`config.mk`:
```
export PLATFORM = sky130hd
export DESIGN_NAME = zigzag_rle
export DESIGN_NICKNAME = d
export VERILOG_FILES = /design/src/rtl/zigzag_rle.sv
export SDC_FILE = /design/constraint.sdc
export NUM_CORES = 1
export LEC_CHECK = 0
export ABC_AREA = 1
export ABC_CLOCK_PERIOD_IN_PS = 3300
export CORE_MARGIN = 4
export CORE_UTILIZATION = 49
export CTS_CLUSTER_DIAMETER = 40
export CTS_CLUSTER_SIZE = 8
export DETAILED_ROUTE_END_ITERATION = 8
export GPL_ROUTABILITY_DRIVEN = 0
export MAX_ROUTING_LAYER = met4
export PLACE_DENSITY = 0.9
export SLEW_MARGIN = 15
export SYNTH_ARGS = -nofsm -noshare
export SYNTH_HDL_FRONTEND = slang
export SYNTH_SLANG_ARGS = --single-unit
```
`constraint.sdc`:
```
create_clock -name clk -period 3.3 [get_ports clk]
set_input_delay 0.33 -clock clk [delete_from_list [all_inputs] [get_ports clk]]
set_output_delay 0.33 -clock clk [all_outputs]
set_load 0.02 [all_outputs]
```
`src/rtl/zigzag_rle.sv`:
```
// zigzag_rle: run-length encoder for zigzag-ordered 8x8 coefficient blocks.
// Emits (run, level) symbols: DC always passed through, nonzero AC with
// preceding zero-run, and an end-of-block marker on index 63.
// Optional feature macro: ZRLE_ZRL_EN (limits run to 15 and emits ZRL escapes).
module zigzag_rle #(
  parameter int unsigned COEF_W = 32
) (
  input  logic              clk,
  input  logic              rst,
  input  logic              coef_valid,
  output logic              coef_ready,
  input  logic [COEF_W-1:0] coef_in,
  output logic              sym_valid,
  input  logic              sym_ready,
  output logic [5:0]        sym_run,
  output logic [COEF_W-1:0] sym_level,
  output logic              sym_dc,
  output logic              sym_eob,
  output logic              blk_done
);

  typedef enum logic {EMPTY, FULL} state_t;

  state_t      state;
  logic [5:0]  idx;
  logic [5:0]  run;

  logic        accept;
  logic        pop;
  logic        is_zero;
  logic        emit;
  logic        emit_dc;
  logic        emit_eob;
  logic [5:0]  run_out;
  logic [5:0]  run_nxt;

  assign sym_valid  = (state == FULL);
  assign coef_ready = !sym_valid || sym_ready;
  assign accept     = coef_valid && coef_ready;
  assign pop        = sym_valid && sym_ready;
  assign is_zero    = (coef_in == '0);

  // Classify the incoming coefficient by position and value.
  always_comb begin
    emit     = 1'b0;
    emit_dc  = 1'b0;
    emit_eob = 1'b0;
    run_out  = run;
    run_nxt  = run + 6'd1;
    if (idx == 6'd0) begin
      emit    = 1'b1;
      emit_dc = 1'b1;
      run_out = '0;
      run_nxt = '0;
    end else if (idx == 6'd63) begin
      // Trailing zeros are discarded: a zero here is a bare EOB.
      emit     = 1'b1;
      emit_eob = 1'b1;
      run_out  = is_zero ? 6'd0 : run;
      run_nxt  = '0;
    end else if (!is_zero) begin
      emit    = 1'b1;
      run_nxt = '0;
    end
`ifdef ZRLE_ZRL_EN
    else if (run == 6'd15) begin
      // Sixteenth consecutive zero: escape as ZRL {15, 0}.
      emit    = 1'b1;
      run_nxt = '0;
    end
`endif
  end

  // Output register / state, position and run counters.
  always_ff @(posedge clk) begin
    if (rst) begin
      state     <= EMPTY;
      sym_run   <= '0;
      sym_level <= '0;
      sym_dc    <= 1'b0;
      sym_eob   <= 1'b0;
      blk_done  <= 1'b0;
      idx       <= '0;
      run       <= '0;
    end else begin
      blk_done <= accept && (idx == 6'd63);
      if (accept) begin
        idx <= idx + 6'd1;
        run <= run_nxt;
      end
      if (accept && emit) begin
        state     <= FULL;
        sym_run   <= run_out;
        sym_level <= coef_in;
        sym_dc    <= emit_dc;
        sym_eob   <= emit_eob;
      end else if (pop) begin
        state <= EMPTY;
      end
    end
  end

endmodule

```
==> results of run 1 <==
==> power groups by stage <==
stage / registers, W / logic (W) / clock network, W
floorplan: 0.000749 / 0.000101 / 0
detailed placement: 0.000717 / 0.000247 / 0
global placement: 0.000716 / 0.000242 / 0
CTS: 0.000702 / 0.000250 / 0.000444
global route: 0.000706 / 0.000269 / 0.000469
finish: 0.000702 / 0.000248 / 0.000435
==> state kept, by name, indices dropped and copies added (netlist names) <==
| signal | flops |
|---|---|
| sym_run | 6 |
| sym_eob | 1 |
| sym_valid | 1 |
| sym_dc | 1 |
| blk_done | 1 |
| run | 6 |
| sym_level | 32 |
| idx | 6 |
==> worst max-delay path by stage <==
stage | start | to | slack [ps] | cells past startpoint
finish | idx[0]$_SDFFE_PP0P_ | sym_level[23]$_SDFFE_PP0P_ | 1320 | 7
global route | idx[0]$_SDFFE_PP0P_ | sym_level[6]$_SDFFE_PP0P_ | 1110 | 7
CTS | idx[0]$_SDFFE_PP0P_ | sym_level[7]$_SDFFE_PP0P_ | 1290 | 7
detailed placement | coef_in[18] | run[0]$_SDFFE_PP0P_ | 1110 | 10
global placement | coef_in[0] | run[4]$_SDFFE_PP0P_ | 1190 | 10
floorplan | idx[0]$_SDFFE_PP0P_ | sym_level[21]$_SDFFE_PP0P_ | 1830 | 10
==> cells by family after synthesis <==
group | Yosys count
buf+inv | 35
simple gates | 191
fa+ha+maj | 3
xor+xnor | 3
compound gates | 20
flops | 54
==> placed cells by master (no fill, tap or decap), types with 2 or more instances in the layout <==
master | netlist | routed
sky130_fd_sc_hd__xor2_1 | 2 | 2
sky130_fd_sc_hd__a21oi_1 | 7 | 7
sky130_fd_sc_hd__clkbuf_8 | 0 | 5
sky130_fd_sc_hd__o21ai_0 | 12 | 12
sky130_fd_sc_hd__nand2_1 | 64 | 64
sky130_fd_sc_hd__nand3_2 | 11 | 11
sky130_fd_sc_hd__dfxtp_1 | 54 | 54
sky130_fd_sc_hd__clkdlybuf4s50_1 | 0 | 78
sky130_fd_sc_hd__nand2_4 | 2 | 2
sky130_fd_sc_hd__nor2_1 | 35 | 35
sky130_fd_sc_hd__nand3b_1 | 2 | 2
sky130_fd_sc_hd__inv_1 | 17 | 17
sky130_fd_sc_hd__nand3_1 | 62 | 62
sky130_fd_sc_hd__inv_2 | 1 | 2
sky130_fd_sc_hd__nor3b_1 | 2 | 2
sky130_fd_sc_hd__buf_4 | 0 | 2
sky130_fd_sc_hd__nand4_1 | 2 | 2
sky130_fd_sc_hd__nand2_2 | 2 | 2
sky130_fd_sc_hd__nor3_1 | 5 | 5
sky130_fd_sc_hd__ha_1 | 3 | 3
sky130_fd_sc_hd__nor2_4 | 2 | 2
==> Yosys cell counts (2+ instances only) <==
library cell / instances / area (um2)
sky130_fd_sc_hd__a21oi_1: 7 / 35.0
sky130_fd_sc_hd__buf_2: 4 / 20.0
sky130_fd_sc_hd__buf_6: 4 / 45.0
sky130_fd_sc_hd__clkbuf_1: 6 / 22.5
sky130_fd_sc_hd__dfxtp_1: 54 / 1080
sky130_fd_sc_hd__ha_1: 3 / 37.5
sky130_fd_sc_hd__inv_1: 17 / 63.8
sky130_fd_sc_hd__nand2_1: 64 / 240
sky130_fd_sc_hd__nand2_2: 2 / 12.5
sky130_fd_sc_hd__nand2_4: 2 / 22.5
sky130_fd_sc_hd__nand3_1: 62 / 310
sky130_fd_sc_hd__nand3_2: 11 / 110
sky130_fd_sc_hd__nand3b_1: 2 / 15.0
sky130_fd_sc_hd__nand4_1: 2 / 12.5
sky130_fd_sc_hd__nor2_1: 35 / 131
sky130_fd_sc_hd__nor2_4: 2 / 22.5
sky130_fd_sc_hd__nor3_1: 5 / 25.0
sky130_fd_sc_hd__nor3b_1: 2 / 15.0
sky130_fd_sc_hd__o21ai_0: 12 / 60.1
sky130_fd_sc_hd__xor2_1: 2 / 17.5
==> cell type report <==
| cell class | count | area (um2) |
|---|---|---|
| Multi-Input combinational cell | 217 | 1110 |
| Clock buffer | 6 | 72.6 |
| Inverter | 19 | 71.3 |
| Clock inverter | 2 | 37.5 |
| Timing Repair Buffer | 80 | 796 |
| Fill cell | 371 | 1470 |
| Tap cell | 67 | 83.8 |
| Sequential cell | 54 | 1080 |
==> through the flow <==
stage / std cells / worst slack (ps)
after global routing: 445 / 1110
final: 445 / 1320
after CTS: 445 / 1290
after floorplan: 306 / 1830
after global placement: 437 / 1190
after detailed placement: 437 / 1110
==> critical path, cell delays in order (launching register included) <==
cell and delay [ps]:
sky130_fd_sc_hd__dfxtp_1 370, sky130_fd_sc_hd__ha_1 190, sky130_fd_sc_hd__nand3_2 110, sky130_fd_sc_hd__nor3_4 240, sky130_fd_sc_hd__nor2_4 90, sky130_fd_sc_hd__a21oi_4 670
sky130_fd_sc_hd__nand3_1 160, sky130_fd_sc_hd__nand2_1 90
==> layer usage <==
| metal | part of all wire, % | routed length, um | up-vias |
|---|---|---|---|
| li1 | - | - | 1148 |
| met1 | 44 | 2490 | 1014 |
| met2 | 49 | 2770 | 84 |
| met3 | 5.6 | 317 | 14 |
| met4 | 2.2 | 125 | 0 |
| met5 | 0 | 0 | - |
==> results.md, run 1 <==
Status:
- The flow ran to the end, and the final reports show no timing, DRC or antenna violations.

Worst setup path:
- Across all register-to-register paths, the minimum setup slack is 1320 ps.
- The number of cells on the worst reg-to-reg path is 7.
- The worst setup path is launched from a register.
- The data required time at the worst endpoint is 3550 ps.
- The endpoint of the lowest-slack register-to-register path is sym_level[23]$_SDFFE_PP0P_.
- The maximum fanout encountered on the critical timing path is 33.
- STA puts the critical path data arrival time at 2230 ps.
- The worst setup path is of the reg -> reg kind.
- The beginning of the worst register-to-register path is idx[0]$_SDFFE_PP0P_.
- The nature of the critical path endpoint is a register.

CTS:
- In this run, CTS created clock tree buffers numbering 5.
- The clock-pin slew on the worst setup and hold paths is 90 ps.
- The clock latency reported for the late side of the worst-skew pair is 300 ps.
- No sink is reached through more buffers than the 2 on the longest clock path.
- TritonCTS built the clock tree.
- The root cell of the clock tree is sky130_fd_sc_hd__clkbuf_8.
- The number of hold buffers added after cts is 0.
- The maximum level of the CTS H-tree is 2.
- The number of buffers added for setup after CTS is 0.
- The clock sink count is 54.
- The number of resized instances in the post-cts repair step is 0.

Floorplanning:
- The width of the die is 77.7 um.
- The number of core rows is 25.
- The chip height is 77.7 um.
- The area of the die is 6030 um2.
- 79 I/O pins were placed.
- For this configuration, the core starts out at a cell density of 50.4%.
- The core region is 4720 um2.

Pwr:
- IR analysis of the VDD net gives a maximum drop of 285 uV.
- Per report_power, the sequential group accounts for 50.7% of the total.
- In this run the static leakage power is 1.34 nW.
- The cell-internal power is 0.00102 W.
- Summing internal, switching and leakage power gives 0.00139 W.
- The switching part of the total power is 26.2%.
- The clock share of power is 31.4%.
- For this design the total switching power over the nets is 0.000363 W.
- Combinational logic is responsible for 17.9% of the overall power.
- Power spread over the standard cell area amounts to 425 nW/um2.

Route:
- The first-pass iteration count of the detailed router is 5.
- In this run, the number of DRC markers left after iteration 0 of detailed routing was 115.
- The remaining routing DRC violations is 0.
- The remaining antenna violation count is 0.
- The routed design has 5700 um of wire.
- The average via count per standard cell is 5.08.
- Summing over every cut layer, the via total after detailed routing is 2260.
- Dividing the detail-routed wire length by the instance count gives 12.8 um.

Finish:
- Cells with a size suffix above 1 make up 8.20% of the layout.
- The post-layout instance area is 3260 um2.
- 0 antenna diodes ended up in the layout.
- For this run, the share of the core covered by cells in the final layout is 69.0%.
- In the final design database the tool counted 416 nets.
- The growth of design area from synthesis to finish is 36.9%.

Yosys:
- The synthesized netlist contains 28 unique library cells.
- The synthesized design contains 0 enable-type register cells.
- Dividing the synthesized area by the synthesized cell count gives 7.77 um2.
- The synthesized netlist devotes 39.5% of its cell area to simple gates.
- Multiplexer cells account for 0% of the synthesized area.
- The synthesized-area fraction occupied by xor and xnor cells is 1.10%.
- During synthesis, Yosys emitted a total of 0 warnings.
- The post-synthesis net count is 345.
- The number of flip-flops and latches in the synthesized netlist is 54.
- The count of mapped cells out of synthesis is 306.
- The compound-gate portion of the synthesized area is 4.68%.
- The most used flip-flop cell after synthesis is sky130_fd_sc_hd__dfxtp_1.
- The post-synth design cell area is 2380 um2.
- For this run, the register share of the synthesized area comes to 45.4%.
- Of all flip-flops after synthesis, the portion carrying an async set or reset was 0%.
- By area, the combinational part of the netlist is dominated by simple AND/OR/NAND/NOR gates.
- Summing the areas of all fa, ha and maj instances in the mapped netlist gives 1.58% of the synthesized area.

Global route:
- The number of antenna violations at the first check in global routing is 0.
- Global routing consumed, on the met3 layer, 3.36% of the routing resources.
- The met1 track utilization from global routing is 23.3%.
- Global routing used 19.2% of the available tracks across all layers.
- Global routing consumed, on the met2 layer, 31.3% of the routing resources.
- The first global-routing pass estimated 9250 um of wire.
- Global routing finished with a remaining overflow of 0.
- After global routing, the most crowded layer is met2.
- Entering global routing, the biggest net connects 54 pins.
- The number of global-route vias before repair is 2052.

Timing:
- Of the available clock period, the critical path in the final layout requires 59.8%.
- Setup repair after global routing left no endpoint under its margin.
- The total negative setup slack is 0 ps.
- The worst path in the final design needs a cycle of 1980 ps, including I/O delays and setup.
- The worst pin sits at a relative slew slack of 45.5%.
- The highest attainable clock frequency is 506 MHz.
- The number of failing setup endpoints in the final timing report is 0.
- Final hold analysis gives a worst-case slack of 469 ps.
- The number of endpoints with negative hold slack in the final report is 0.
- The number of pins exceeding their max-slew limit in the final report came to 0.
- The slew of the pin with the lowest slew margin is 816 ps.
- For the final database, setup skew stands at 7.52 ps.

Job:
- The tool flagged a number of max-cap violations equal to 0.

Placed design:
- The count of buffers inserted at the top-level ports is 78.
- The post-detailed-placement cell area is 3150 um2.
- The placed wire-length estimate after detailed placement is 4110 um.

Worst hold path:
- The min-delay analysis places its worst path in the category reg -> reg.
- The endpoint of the worst hold-timing path is sym_level[24]$_SDFFE_PP0P_.
- In this run the most critical hold path is launched from sym_level[24]$_SDFFE_PP0P_.
- The hold-critical path depth is 2.
No activity file was read; power rests on OpenSTA's default activity.
==> run 2: changes to the inputs <==
--- a/config.mk
+++ b/config.mk
@@ -6,15 +6,15 @@
 export NUM_CORES = 1
 export LEC_CHECK = 0
 export ABC_AREA = 1
-export ABC_CLOCK_PERIOD_IN_PS = 3300
+export ABC_CLOCK_PERIOD_IN_PS = 2000
 export CORE_MARGIN = 4
-export CORE_UTILIZATION = 49
+export CORE_UTILIZATION = 45
 export CTS_CLUSTER_DIAMETER = 40
 export CTS_CLUSTER_SIZE = 8
 export DETAILED_ROUTE_END_ITERATION = 8
 export GPL_ROUTABILITY_DRIVEN = 0
 export MAX_ROUTING_LAYER = met4
-export PLACE_DENSITY = 0.9
+export PLACE_DENSITY = 0.84
 export SLEW_MARGIN = 15
 export SYNTH_ARGS = -nofsm -noshare
 export SYNTH_HDL_FRONTEND = slang
==> constraint.sdc (replaced) <==
create_clock -name clk -period 2 [get_ports clk]
set_input_delay 0.2 -clock clk [delete_from_list [all_inputs] [get_ports clk]]
set_output_delay 0.2 -clock clk [all_outputs]
set_load 0.02 [all_outputs]
==> results.md, run 2 (same netlist as run 1, synthesis figures left out) <==
Finish:
- 0 antenna diodes ended up in the layout.
- The filler-free cell count of the finished design is 454.
- Leaving out fill and tap cells, the most frequent cell in the layout is sky130_fd_sc_hd__clkdlybuf4s50_1.
- The post-layout net count is 422.
- The largest register by flop count is sym_level.
- The filler cell count in the final layout is 461.
- In the layout the commonest cells are sky130_fd_sc_hd__clkdlybuf4s50_1 (78), sky130_fd_sc_hd__nand2_1 (64), sky130_fd_sc_hd__nand3_1 (62), sky130_fd_sc_hd__dfxtp_1 (54), sky130_fd_sc_hd__nor2_1 (35).
- The number of flip-flops in the largest register is 32.
- The multi-input combinational cells in the finished layout cover a total of 1130 um2.
- The share of layout cells above drive strength 1 is 9.90%.
- Compared with the post-synthesis result, the final layout area differs by 40.2%.
- The register cell area after layout is 1080 um2.

Worst setup path:
- The top cell family by delay on the critical path is simple AND/OR/NAND/NOR gates.
- The worst setup path is launched from a register.
- The arrival time at the worst endpoint is 1990 ps.
- The worst setup path is captured at a register.
- The cell repeated most along the worst path is sky130_fd_sc_hd__nand2_1.
- Traced cell by cell, the critical path runs through inv_1 -> ha_1 -> nand2_1 -> nor2_1 -> nor2_4 -> a21oi_4 -> nand3_1 -> nand2_1.
- Among all stages on the critical path, the largest delay is contributed by sky130_fd_sc_hd__a21oi_4.
- The data required time at the worst endpoint is 2250 ps.
- The critical path in this run is classified as reg -> reg.
- Along the worst path, the maximum fanout reaches 17.
- In this design, the stage delay of the slowest critical-path cell is 430 ps.
- Counting both buffers and inverters, the worst setup path holds a total of 1.

Floorplanning:
- The die is 80.7 um tall.
- The initial standard-cell utilization of the core is 46.6%.
- The floorplan step set the die width to 80.7 um.
- For this design the top-level I/O count stands at 79.
- After floorplanning, the core was divided into 26 placement rows.
- The area of the die is 6510 um2.
- The floorplan core area is 5110 um2.

CTS:
- In this run, post-CTS hold repair placed 0 buffers.
- The maximum level of the CTS H-tree is 2.
- The cell sitting at the root of the clock tree is a sky130_fd_sc_hd__clkbuf_8.
- The later pin in the worst-skew pair is clocked with a latency of 300 ps.
- The longest clock path from root to sink contains 2 buffers.
- The clock-pin slew on the worst setup and hold paths is 100 ps.
- The clock sink count is 54.
- The TritonCTS clock tree is yes.
- Buffers inserted during clock tree synthesis total 5.

Route:
- The remaining antenna violation count is 0.
- The detailed router placed 2235 vias in this run.
- The remaining routing DRC violations is 0.
- The aggregate routed wire length is 5610 um.
- The first detailed-routing pass took 4 iterations.
- The DRC marker count from the first detailed-route iteration is 107.
- Using the TritonRoute via totals, the vias-per-cell ratio works out to 4.92.
- The routed wirelength normalized by instance count is 12.4 um.

Timing:
- Setup slack on the critical path of the routed design comes to 253 ps.
- The slew of the pin with the lowest slew margin is 479 ps.
- Setup repair after global routing left no endpoint under its margin.
- The highest attainable clock frequency is 572 MHz.
- The number of pins exceeding their max-slew limit in the final report is 0.
- For the final database, setup skew stands at 11.9 ps.
- The shortest clock period the worst path allows after layout is 1750 ps.
- The number of failing setup endpoints in the final timing report is 0.
- The worst pin sits at a relative slew slack of 68.0%.
- The final critical path takes up 87.3% of the cycle.
- The number of endpoints with negative hold slack in the final report came to 0.

Worst hold path:
- The path type of the worst min-delay path is reg -> reg.

Pwr:
- The peak ir drop on the vdd network is 423 uV.
- The internal power of the cells totals 0.00165 W.
- The proportion of power drawn by flip-flops and latches is 51.3%.
- Summed over all nets, the switching power comes to 0.000607 W.
- The power density over cell area is 676 nW/um2.
- Combinational logic burns 19.2% of the power.
- The static leakage is 1.38 nW.
- Of the total power, the share spent switching nets is 26.9%.
- The clock network burns 29.5% of the power.

Global route:
- The total overflow left after global routing is 0.
- Entering global routing, the biggest net connects 34 pins.
- The wire length of the first global-routing pass is 8980 um.
- The number of global-route vias before repair came to 2043.
- The number of antenna violations at the first check in global routing came to 0.
- Across every metal layer, demand over resource in global routing totals 17.6%.

Placed design:
- The total placed cells including tap cells is 445.
- The count of buffers inserted at the top-level ports is 78.
- The worst setup timing slack at the placement stage is -11.6 ps.
- The placed wire-length estimate after detailed placement is 4140 um.

Status:
- The run finished with clean final reports.

Job:
- The tool flagged a number of max-cap violations equal to 0.
==> run 2: worst paths after layout <==
kind                            depth (start not counted)                    endpoint                       start  slack [ps]
worst max-delay path                                    8  sym_level[15]$_SDFFE_PP0P_         idx[0]$_SDFFE_PP0P_         250
worst min-delay path                                    2  sym_level[24]$_SDFFE_PP0P_  sym_level[24]$_SDFFE_PP0P_         470
worst max register to register                          8  sym_level[15]$_SDFFE_PP0P_         idx[0]$_SDFFE_PP0P_         250
worst min register to register                          2  sym_level[24]$_SDFFE_PP0P_  sym_level[24]$_SDFFE_PP0P_         470
==> run 2: worst reg2reg max path, stage by stage (launching register included) <==
cell                      delay, ps
sky130_fd_sc_hd__dfxtp_1        340
sky130_fd_sc_hd__inv_1           90
sky130_fd_sc_hd__ha_1           160
sky130_fd_sc_hd__nand2_1         60
sky130_fd_sc_hd__nor2_1         260
sky130_fd_sc_hd__nor2_4         120
sky130_fd_sc_hd__a21oi_4        430
sky130_fd_sc_hd__nand3_1        140
sky130_fd_sc_hd__nand2_1         90
==> run 2: layout make-up <==
type,instances,area share (%)
Multi-Input combinational cell,218,33.9
Sequential cell,54,32.4
Timing Repair Buffer,85,25.7
Clock buffer,7,2.89
Tap cell,70,2.63
Inverter,19,2.14
Clock inverter,1,0.263
==> run 2: power by group through the flow <==
| stage | Combinational (W) | Sequential [W] | Clock, W |
|---|---|---|---|
| after detailed placement | 0.000427 | 0.00118 | 0 |
| final | 0.000432 | 0.00116 | 0.000666 |
| after floorplan | 0.000167 | 0.00124 | 0 |
| after global routing | 0.000470 | 0.00117 | 0.000728 |
| after CTS | 0.000429 | 0.00116 | 0.000678 |
| after global placement | 0.000421 | 0.00118 | 0 |
==> run 2: timing repair <==
action / 4_1_cts / 5_1_grt
endpoints found under the setup margin: 0 / 33
gates resized for setup: 0 / 1
setup buffers: 0 / 0
endpoints found under the hold margin: 0 / 0
==> run 2: through the flow <==
stage	area (um2)	hold WS (ps)	setup TNS (ps)	power, W	util [%]
3_5_place_dp	3210	452	-15.8	0.00161	62.9
4_1_cts	3320	470	0	0.00226	65.0
3_3_place_gp	3210	448	0	0.00160	62.9
2_1_floorplan	2380	269	0	0.00140	-
5_1_grt	3330	480	0	0.00236	65.3
6_report	3330	467	0	0.00225	65.3
==> run 2: routing by layer <==
| layer | global-route usage, % | share of wire [%] |
|---|---|---|
| met5 | - | 0 |
| met4 | 4.22 | 0.34 |
| met3 | 5.49 | 7.1 |
| met2 | 30.0 | 49 |
| met1 | 20.3 | 43 |
==> run 3: changes to the inputs <==
--- a/config.mk
+++ b/config.mk
@@ -8,13 +8,14 @@
 export ABC_AREA = 1
 export ABC_CLOCK_PERIOD_IN_PS = 2000
 export CORE_MARGIN = 4
-export CORE_UTILIZATION = 45
+export CORE_UTILIZATION = 60
 export CTS_CLUSTER_DIAMETER = 40
 export CTS_CLUSTER_SIZE = 8
 export DETAILED_ROUTE_END_ITERATION = 8
+export DONT_BUFFER_PORTS = 1
 export GPL_ROUTABILITY_DRIVEN = 0
 export MAX_ROUTING_LAYER = met4
-export PLACE_DENSITY = 0.84
+export PLACE_DENSITY = 0.81
 export SLEW_MARGIN = 15
 export SYNTH_ARGS = -nofsm -noshare
 export SYNTH_HDL_FRONTEND = slang
==> results.md, run 3 (same netlist as run 1, synthesis figures left out) <==
Placed design:
- The count of buffers inserted at the top-level ports is 0.
- The worst setup timing slack at the placement stage is 287 ps.
- The placed wire-length estimate after detailed placement is 3580 um.

Worst setup path:
- The beginning of the worst register-to-register path is idx[0]$_SDFFE_PP0P_.
- The cell that appears most often on the critical path is sky130_fd_sc_hd__nand2_4.
- The nature of the critical path endpoint is a register.
- The category of the worst setup path launch point is a register.
- The critical setup path kind is reg -> reg.
- Of all nets on the critical path, the largest fanout is 39.
- In this run the critical register-to-register path is captured at run[0]$_SDFFE_PP0P_.
- STA puts the critical path data arrival time at 1990 ps.
- The library cell contributing the largest single delay on the critical path is sky130_fd_sc_hd__nand2_4.
- In this run the worst setup path terminates at run[0]$_SDFFE_PP0P_.
- The worst register-to-register path has a depth of 9.
- The top cell family by delay on the critical path is simple AND/OR/NAND/NOR gates.
- The data required time at the worst endpoint is 2240 ps.
- In this run the register-to-register setup slack is 260 ps.
- Traced cell by cell, the critical path runs through inv_1 -> ha_1 -> nand2_1 -> nor2_1 -> nor2_4 -> nand2_4 -> nand2_4 -> nand2_2 -> a21oi_1.
- The combined buffer and inverter count along the critical path is 1.
- On the worst path, the slowest cell contributes a delay of 370 ps.
- The critical path crosses 9 cells after its start point.
- The critical path launch point is idx[0]$_SDFFE_PP0P_.

Global route:
- The total congestion overflow after global routing is 0.
- The total routing resource utilization after global routing is 20.4%.
- Entering global routing, the biggest net connects 53 pins.
- The number of global-route vias before repair is 1841.
- The first global-routing pass estimated 8110 um of wire.
- The number of antenna violations at the first check in global routing is 0.

Finish:
- The core occupancy in the finished layout is 66.7%.
- The growth of design area from synthesis to finish is 5.00%.
- The top cell types in the final layout, fill and taps aside, are sky130_fd_sc_hd__nand2_1 (64), sky130_fd_sc_hd__nand3_1 (62), sky130_fd_sc_hd__dfxtp_1 (54), sky130_fd_sc_hd__nor2_1 (35), sky130_fd_sc_hd__inv_1 (17).
- Counting the fill cells in the layout gives 353.
- The share of layout cells above drive strength 1 is 10.6%.
- Ranked by flip-flop count, first place goes to sym_level.
- The register with the most flip-flops in the layout has 32 of them.
- The post-layout net count is 340.
- The library cell used most frequently in the layout, excluding fill and tap cells, is sky130_fd_sc_hd__nand2_1.
- The number of antenna diodes in the final layout is 0.

Timing:
- The portion of the clock cycle consumed by the worst path in the final layout is 87.2%.
- The number of pins exceeding their max-slew limit in the final report is 0.
- Subtracting the final worst setup slack from the clock period gives 1740 ps.
- The number of endpoints with negative hold slack in the final report is 0.
- The smallest setup slack after layout is 255 ps.
- The number of failing setup endpoints in the final timing report is 0.
- The total negative setup slack is 0 ps.
- Setup repair after global routing left no endpoint under its margin.
- The relative slew slack is 69.0%.
- Across all hold checks on the routed design, the worst slack comes to 25.8 ps.
- Timing would allow up to 573 MHz.
- Across the routed clock network, the largest skew measured is 9.41 ps.
- The slew of the pin with the lowest slew margin is 465 ps.

Floorplanning:
- The floorplan step defined a die boundary enclosing 5040 um2.
- The initial standard-cell utilization of the core is 63.5%.
- The width of the die is 71.0 um.
- In this run the count of I/O pins placed on the die edge is 79.
- The number of core rows is 22.
- The core region is 3740 um2.
- The chip height is 71.0 um.

CTS:
- The clock-pin slew on the worst setup and hold paths is 90 ps.
- The TritonCTS clock tree is yes.
- Post-CTS timing repair inserted 0 buffers for setup.
- The number of resized instances in the post-cts repair step is 0.
- The maximum level of the CTS H-tree is 2.
- In this run the deepest clock path goes through 2 buffers.
- The clock drives 54 sinks.
- The clock latency reported for the late side of the worst-skew pair is 300 ps.
- The number of hold buffers added after CTS was 1.
- Clock tree synthesis selected as its root buffer the cell sky130_fd_sc_hd__clkbuf_8.
- TritonCTS created 5 clock buffers.

Route:
- Summed over all layers, the routed wires come to 4980 um.
- In the routed design, unresolved DRC markers number 0.
- For this block, the initial DRC count from the detailed router was 129.
- In the final routed layout, each cell accounts on average for 14.3 um.
- The first-pass iteration count of the detailed router is 4.
- The total via count in the routed design is 1942.
- Dividing the detail-routed via count by the number of cells gives 5.56.
- The remaining antenna violation count is 0.

Pwr:
- The peak ir drop on the vdd network is 525 uV.
- The static leakage is 1.08 nW.
- The sum of internal, switching and leakage power is 0.00214 W.
- Dividing total power by cell area gives a power density of 856 nW/um2.

Worst hold path:
- In this run the worst hold path is classified as in -> reg.

Job:
- The tool flagged a number of max-cap violations equal to 0.

Status:
- The run finished with clean final reports.
## run 3: metrics by stage
| step | cells | cell area (um2) |
|---|---|---|
| after floorplan | 306 | 2380 |
| after global placement | 341 | 2370 |
| after detailed placement | 341 | 2370 |
| after CTS | 349 | 2500 |
| after global routing | 349 | 2500 |
| final | 349 | 2500 |
## run 3: power breakdown
part	switching [W]	leakage, nW	internal, W
Clock	0.000326	0.0573	0.000400
Sequential	0.0000957	0.442	0.00113
Combinational	0.000126	0.580	0.0000625
Total	0.000548	1.08	0.00159
## run 3: layout make-up
| cell class | count | area [um2] | area share [%] |
|---|---|---|---|
| repair buffers | 4 | 57.6 | 2.30 |
| inverters | 19 | 71.3 | 2.86 |
| clock inverters | 1 | 30.0 | 1.20 |
| clock buffers | 6 | 82.6 | 3.31 |
| flip-flops and latches | 54 | 1080 | 43.3 |
| well taps | 48 | 60.1 | 2.40 |
| multi-input cells | 217 | 1110 | 44.6 |
## run 3: worst min path at each step
| stage | start | end | slack, ps | cells past startpoint |
|---|---|---|---|---|
| 3_3_place_gp | rst | run[1]$_SDFFE_PP0P_ | 270 | 1 |
| 2_1_floorplan | rst | run[1]$_SDFFE_PP0P_ | 270 | 1 |
| 4_1_cts | coef_in[31] | sym_level[31]$_SDFFE_PP0P_ | 20 | 2 |
| 5_1_grt | coef_in[21] | sym_level[21]$_SDFFE_PP0P_ | 20 | 2 |
| 6_report | coef_in[6] | sym_level[6]$_SDFFE_PP0P_ | 30 | 2 |
| 3_5_place_dp | rst | run[1]$_SDFFE_PP0P_ | 270 | 1 |
## run 3: layer usage
| metal | GRT usage, % | up-vias | share of wire [%] |
|---|---|---|---|
| li1 | - | 987 | - |
| met1 | 23.8 | 867 | 40 |
| met2 | 32.1 | 80 | 49 |
| met3 | 7.39 | 8 | 10 |
| met4 | 7.72 | 0 | 1.4 |
| met5 | - | - | 0 |
